--- config.mk ---
export PLATFORM = sky130hd
export DESIGN_NAME = fir_tone_gen
export DESIGN_NICKNAME = d
export VERILOG_FILES = /design/src/rtl/fir_tone_gen_pkg.sv /design/src/rtl/fir_quarter_sine.sv /design/src/rtl/fir_tone_gen.sv
export SDC_FILE = /design/constraint.sdc
export NUM_CORES = 1
export LEC_CHECK = 0
export CORE_MARGIN = 2
export CORE_UTILIZATION = 52
export CTS_BUF_LIST = sky130_fd_sc_hd__clkbuf_2 sky130_fd_sc_hd__clkbuf_4 sky130_fd_sc_hd__clkbuf_8
export DETAILED_ROUTE_END_ITERATION = 8
export PLACE_DENSITY = 0.72
export SLEW_MARGIN = 40
export SYNTH_ARGS = -nofsm -noshare
export SYNTH_HDL_FRONTEND = slang
export SYNTH_SLANG_ARGS = --single-unit
export TNS_END_PERCENT = 1
--- constraint.sdc ---
create_clock -name clk -period 3 [get_ports clk]
set_clock_uncertainty 0.15 [all_clocks]
set_input_delay 0.3 -clock clk [delete_from_list [all_inputs] [get_ports clk]]
set_output_delay 0.3 -clock clk [all_outputs]
set_load 0.005 [all_outputs]
--- src/rtl/fir_tone_gen_pkg.sv ---
// Shared constants, FSM encoding and saturation helper for the FIR test-tone source.
package fir_tone_gen_pkg;

  localparam int SAMPLE_W       = 8;
  localparam int FIR_FRAME_CLKS = 20;
  localparam int SUM_W          = 9;

  // Right-shifting Fibonacci form of x^16+x^14+x^13+x^11+1: feedback from bits 0,2,3,5.
  localparam logic [15:0] LFSR_SEED = 16'hACE1;
  localparam logic [15:0] LFSR_TAPS = 16'h002D;

  typedef enum logic {
    ST_IDLE = 1'b0,
    ST_RUN  = 1'b1
  } state_t;

  function automatic logic signed [SAMPLE_W-1:0] saturate(input logic signed [SUM_W-1:0] s);
    if (s > SUM_W'(127))
      return 8'h7F;
    else if (s < SUM_W'(-128))
      return 8'h80;
    else
      return s[SAMPLE_W-1:0];
  endfunction

endpackage

--- src/rtl/fir_quarter_sine.sv ---
// Quarter-wave sine lookup: registers the mirrored LUT address, then the signed sample.
module fir_quarter_sine
  import fir_tone_gen_pkg::*;
#(
  parameter int LUT_AW = 6
) (
  input  logic                       clk,
  input  logic                       rst,
  input  logic [LUT_AW+1:0]          phase_hi,
  input  logic                       addr_load,
  input  logic                       out_load,
  output logic signed [SAMPLE_W-1:0] sample
);

  // round(63*sin(pi/2*k/64)), k = 0..63
  localparam int SINE_Q [64] = '{
     0,  2,  3,  5,  6,  8,  9, 11, 12, 14, 15, 17, 18, 20, 21, 23,
    24, 26, 27, 28, 30, 31, 32, 34, 35, 36, 38, 39, 40, 41, 42, 43,
    45, 46, 47, 48, 49, 50, 51, 52, 52, 53, 54, 55, 56, 56, 57, 58,
    58, 59, 59, 60, 60, 61, 61, 61, 62, 62, 62, 63, 63, 63, 63, 63
  };

  if (LUT_AW != 6) begin : g_aw_check
    $error("fir_quarter_sine: table holds 64 entries, LUT_AW must be 6");
  end

  logic [1:0]              quadrant;
  logic [LUT_AW-1:0]       addr_reg;
  logic                    neg_reg;
  logic signed [SAMPLE_W-1:0] mag;

  assign quadrant = phase_hi[LUT_AW+1:LUT_AW];
  assign mag      = SAMPLE_W'(SINE_Q[addr_reg]);

  always_ff @(posedge clk) begin
    if (rst) begin
      addr_reg <= '0;
      neg_reg  <= 1'b0;
      sample   <= '0;
    end else begin
      if (addr_load) begin
        // Odd quadrants run the table backwards; upper half of the cycle is negative.
        addr_reg <= quadrant[0] ? ~phase_hi[LUT_AW-1:0] : phase_hi[LUT_AW-1:0];
        neg_reg  <= quadrant[1];
      end
      if (out_load)
        sample <= neg_reg ? -mag : mag;
    end
  end

endmodule

--- src/rtl/fir_tone_gen.sv ---
// Two-tone sine test source driving the FIR sample interface at SAMPLE_DIV clocks per sample.
// Define FIR_TONE_NOISE_EN to add LFSR dither (-8..7) in the sum stage.
module fir_tone_gen
  import fir_tone_gen_pkg::*;
#(
  parameter int SAMPLE_DIV = 20,
  parameter int PHASE_W    = 16,
  parameter int LUT_AW     = 6
) (
  input  logic                       clk,
  input  logic                       rst,
  input  logic                       en,
  input  logic [PHASE_W-1:0]         tone_a_step,
  input  logic [PHASE_W-1:0]         tone_b_step,
  input  logic                       tone_b_on,
  output logic signed [SAMPLE_W-1:0] out_sig,
  output logic                       ready,
  output logic                       out_stb
);

  localparam int DIV_W = $clog2(SAMPLE_DIV);

  if (SAMPLE_DIV < FIR_FRAME_CLKS) begin : g_div_check
    $error("fir_tone_gen: SAMPLE_DIV must be >= %0d", FIR_FRAME_CLKS);
  end

  state_t                     state_reg, state_next;
  logic [DIV_W-1:0]           div_cnt_reg;
  logic signed [SAMPLE_W-1:0] out_sig_reg;
  logic                       out_stb_reg;

  logic                       run, last, addr_load, out_load, sum_load;
  logic [PHASE_W-1:0]         steps [2];
  logic signed [SAMPLE_W-1:0] tone_sample [2];
  logic signed [SAMPLE_W-1:0] tone_b_term;
  logic signed [SUM_W-1:0]    noise_term, sum_wide;

  assign run       = (state_reg == ST_RUN);
  assign last      = run && (div_cnt_reg == DIV_W'(SAMPLE_DIV - 1));
  assign addr_load = run && (div_cnt_reg == DIV_W'(0));
  assign out_load  = run && (div_cnt_reg == DIV_W'(1));
  assign sum_load  = run && (div_cnt_reg == DIV_W'(2));

  assign steps[0] = tone_a_step;
  assign steps[1] = tone_b_step;

  always_ff @(posedge clk) begin
    if (rst)
      state_reg <= ST_IDLE;
    else
      state_reg <= state_next;
  end

  // A sample period, once started, always runs to its last clock before stopping.
  always_comb begin
    state_next = state_reg;
    case (state_reg)
      ST_IDLE: if (en) state_next = ST_RUN;
      ST_RUN:  if (last && !en) state_next = ST_IDLE;
    endcase
  end

  always_comb begin
    ready = (state_reg == ST_RUN);
  end

  genvar gi;
  for (gi = 0; gi < 2; gi++) begin : g_tone
    logic [PHASE_W-1:0]         phase_reg;
    logic signed [SAMPLE_W-1:0] sample;

    // Steps are picked up only at the period boundary so a change lands on the next sample.
    always_ff @(posedge clk) begin
      if (rst || !run)
        phase_reg <= '0;
      else if (last)
        phase_reg <= phase_reg + steps[gi];
    end

    fir_quarter_sine #(.LUT_AW(LUT_AW)) u_sine (
      .clk      (clk),
      .rst      (rst),
      .phase_hi (phase_reg[PHASE_W-1 -: LUT_AW+2]),
      .addr_load(addr_load),
      .out_load (out_load),
      .sample   (sample)
    );

    assign tone_sample[gi] = sample;
  end

`ifdef FIR_TONE_NOISE_EN
  logic [15:0] lfsr_reg;

  always_ff @(posedge clk) begin
    if (rst)
      lfsr_reg <= LFSR_SEED;
    else if (out_stb_reg)
      lfsr_reg <= {^(lfsr_reg & LFSR_TAPS), lfsr_reg[15:1]};
  end

  assign noise_term = SUM_W'(signed'(lfsr_reg[3:0]));
`else
  assign noise_term = '0;
`endif

  always_comb begin
    tone_b_term = tone_b_on ? tone_sample[1] : '0;
    sum_wide    = SUM_W'(tone_sample[0]) + SUM_W'(tone_b_term) + noise_term;
  end

  always_ff @(posedge clk) begin
    if (rst) begin
      div_cnt_reg <= '0;
      out_sig_reg <= '0;
      out_stb_reg <= 1'b0;
    end else begin
      out_stb_reg <= sum_load;
      if (!run || last)
        div_cnt_reg <= '0;
      else
        div_cnt_reg <= div_cnt_reg + 1'b1;
      if (sum_load)
        out_sig_reg <= saturate(sum_wide);
      else if (last && !en)
        out_sig_reg <= '0;
    end
  end

  assign out_sig = out_sig_reg;
  assign out_stb = out_stb_reg;

endmodule

==> results by group <==
Run status
  – Status: completed

Layout
  – Non-Filler Instances: 903
  – Area occupied by multi-input gates: 3950 sq um
  – Register area: 1540 sq um
  – Nets: 851
  – Max reg flops: 32
  – Final Util: 60.7%
  – Fraction of layout cells with a size suffix above 1: 7.60%
  – Area delta synth->final: 13.8%
  – Fin area: 6610 sq um
  – Number of diodes: 0
  – Fillers: 946

Synth
  – Cells after synthesis: 718
  – Sequential fraction of the synthesis area: 26.6%
  – Cell variety after synth: 73
  – Leading area contributor after synthesis: dfxtp_1
  – Top cells by area, synth: dfxtp_1 27%, ha_1 12%, xnor2_1 5.0%
  – Post-synth EDFFs: 0
  – Top post-synthesis cells by count: 77 x dfxtp_1, 65 x nor2_1, 56 x a21oi_1
  – Yosys warning total: 0
  – Top cell type's share of synthesized area: 26.6%
  – Top-count cell post-synth: dfxtp_1
  – Syn_nets: 811
  – Syn avg cell area: 8.09 sq um
  – Yosys reg bits: 77
  – Async S/R FF share, synth: 0%
  – Cell Area, Synth: 5810 sq um
  – Synth Flop Type: dfxtp_1

Pwr
  – NetSw: 0.752 mW
  – Switching part of the total: 30.8%
  – Share of power burned in registers: 44.7%
  – Gate power share: 22.8%
  – Pwr Total: 2.44 mW
  – LEAKAGE: 2.57 nW
  – Worst IR Drop VDD: 0.000291 V
  – Cell Pwr Density: 370 nW/um^2
  – Cell Int Power: 1.69 mW
  – Clk pwr share: 32.4%

STA
  – Slew @ Worst Pin: 0.777 ns
  – Hold Worst Slack: 0.291 ns
  – Fmax: 0.351 GHz
  – Final setup violation count: 0
  – RSZ-0062 raised after global routing: false
  – Minimum clock period after layout: 2.85 ns
  – Max-slew violation count: 0
  – Slew headroom: 48.2%
  – Tcrit/Tclk final: 95.0%
  – Final Hold Violating Endpoints: 0

Run
  – Max-Cap Viols: 0

Detailed routing
  – Number of routed nets with antenna violations: 0
  – Drt drc: 0
  – Post-Route WL: 13000 um
  – Routed WL per cell: 14.4 um
  – TritonRoute pass-1 iters: 5
  – Initial drt markers: 196
  – Vias: 5249
  – Vias/cell: 5.81

CTS
  – CTS Sinks: 77
  – Root Buffer: clkbuf_8
  – Reg clk slew, reported paths: 0.08 ns
  – Worst-Skew Late Latency: 0.36 ns
  – Clock tree from TritonCTS: done
  – Longest Clk Path Bufs: 2
  – Cts repair resizes: 0
  – TritonCTS Buffers: 9
  – Hold_buf cts: 0
  – Post-CTS setup buffers: 0
  – # H-tree levels: 3

Floorplan
  – Die area: 12000 sq um
  – Core Area: 10900 sq um
  – Initial Util: 53.3%
  – IO Count: 46
  – Num rows: 38
  – Die Height: 110 um
  – Die width: 110 um

Placement
  – Placed Area: 6410 sq um
  – Placed Cells: 887
  – Placer Congestion: 0.894
  – IO Port Bufs: 45
  – Dpl hpwl: 9800 um

Critical path
  – CP top delay family: compound AO/OA/AOI/OAI gates
  – Critical Path Sink Type: flop
  – Setup CP Type: in -> reg
  – CP bufs+invs: 1
  – Critical-path cell list: clkdlybuf4s50_1 -> and2_1 -> ha_1 -> fa_1 -> a21o_1 -> a21oi_1 -> o21ai_1 -> a21oi_1 -> a2111o_1 -> a211oi_1 -> a221o_1
  – CP most frequent cell: a21oi_1
  – Required time worst endpoint: 3.10 ns
  – CP peak stage delay: 0.53 ns
  – Slowest CP cell: clkdlybuf4s50_1
  – Arrival @ worst endpoint: 2.95 ns
  – Crit path launch type: primary input
  – Worst Path Max Fanout: 8

Global route
  – Initial antenna violation count: 0
  – Largest net degree at the start of global routing: 31
  – GRT Resource Usage Total: 23.1%
  – First-pass GRT wire length: 22400 um
  – Vias in the first global route: 4995
  – Remaining global-route overflow: 0

Worst hold path
  – Hold Crit Class: reg -> reg
-- per-layer routing --
| metal | GRT usage, % | routed length [um] |
|---|---|---|
| met5 | 0 | 0 |
| met4 | 7.14 | 231 |
| met3 | 6.16 | 643 |
| met2 | 40.1 | 6340 |
| met1 | 27.7 | 5820 |
-- power by group through the flow --
stage               registers (mW)  clock network, mW  logic [mW]
global placement              1.11                  0       0.531
floorplan                     1.09                  0       0.438
CTS                           1.09              0.814       0.554
global route                  1.10              0.861       0.619
finish                        1.09              0.793       0.558
detailed placement            1.12                  0       0.550
-- cell usage in the layout, fill, tap and decap left out, types with 4 or more instances in the layout --
| cell | n |
|---|---|
| a2111o_1 | 4 |
| a211oi_1 | 27 |
| a21boi_0 | 6 |
| a21o_1 | 13 |
| a21oi_1 | 56 |
| a221o_1 | 4 |
| a22o_1 | 6 |
| a31oi_1 | 7 |
| and2_1 | 13 |
| and3_1 | 5 |
| buf_4 | 24 |
| clkbuf_8 | 9 |
| clkdlybuf4s50_1 | 45 |
| dfxtp_1 | 76 |
| ha_1 | 54 |
| inv_1 | 30 |
| mux2i_1 | 6 |
| nand2_1 | 50 |
| nand2b_1 | 11 |
| nand3_1 | 26 |
| nand3b_1 | 6 |
| nand4_1 | 9 |
| nor2_1 | 65 |
| nor2b_1 | 12 |
| nor3_1 | 14 |
| o211ai_1 | 4 |
| o21a_1 | 7 |
| o21ai_0 | 43 |
| o21ai_1 | 5 |
| o22ai_1 | 4 |
| or3_1 | 4 |
| xnor2_1 | 33 |
| xor2_1 | 14 |
-- cells by family after synthesis --
kind of cell	synth area share [%]
AO/OA/AOI/OAI	26.8
XOR/XNOR	7.09
adder cells (fa/ha/maj)	12.7
buffers and inverters	5.43
flip-flops	26.6
multiplexers	2.26
AND/OR/NAND/NOR	19.2
-- tightest hold or removal path, delay by kind of cell (launching register included) --
family	cells	cell delay (ns)
flops	1	0.31
simple gates	2	0.09
-- layout make-up --
| cell class | instances | share of cell area, % |
|---|---|---|
| clock buffers | 10 | 1.99 |
| clock inverters | 6 | 0.966 |
| inverters | 30 | 1.70 |
| multi-input cells | 571 | 59.8 |
| flip-flops and latches | 77 | 23.4 |
| well taps | 140 | 2.65 |
| repair buffers | 69 | 9.55 |
-- per-stage QoR --
step / setup slack, ns / TNS, ns
global route: 0.0132 / 0
floorplan: 0.360 / 0
detailed placement: -0.179 / -0.831
CTS: 0.194 / 0
finish: 0.150 / 0
global placement: -0.0656 / -0.174
-- worst paths after layout --
check	from	slack (ns)	endpoint	cells after the start
worst min register to register	out_sig[7]	0.29	out_sig[7]	2
worst min-delay path	out_sig[7]	0.29	out_sig[7]	2
worst max register to register	g_tone[0].u_sine.addr_reg[0]	0.30	g_tone[0].u_sine.sample[2]	11
worst max-delay path	tone_b_on	0.15	out_sig[6]	11
(Power assumes the default switching activity.)
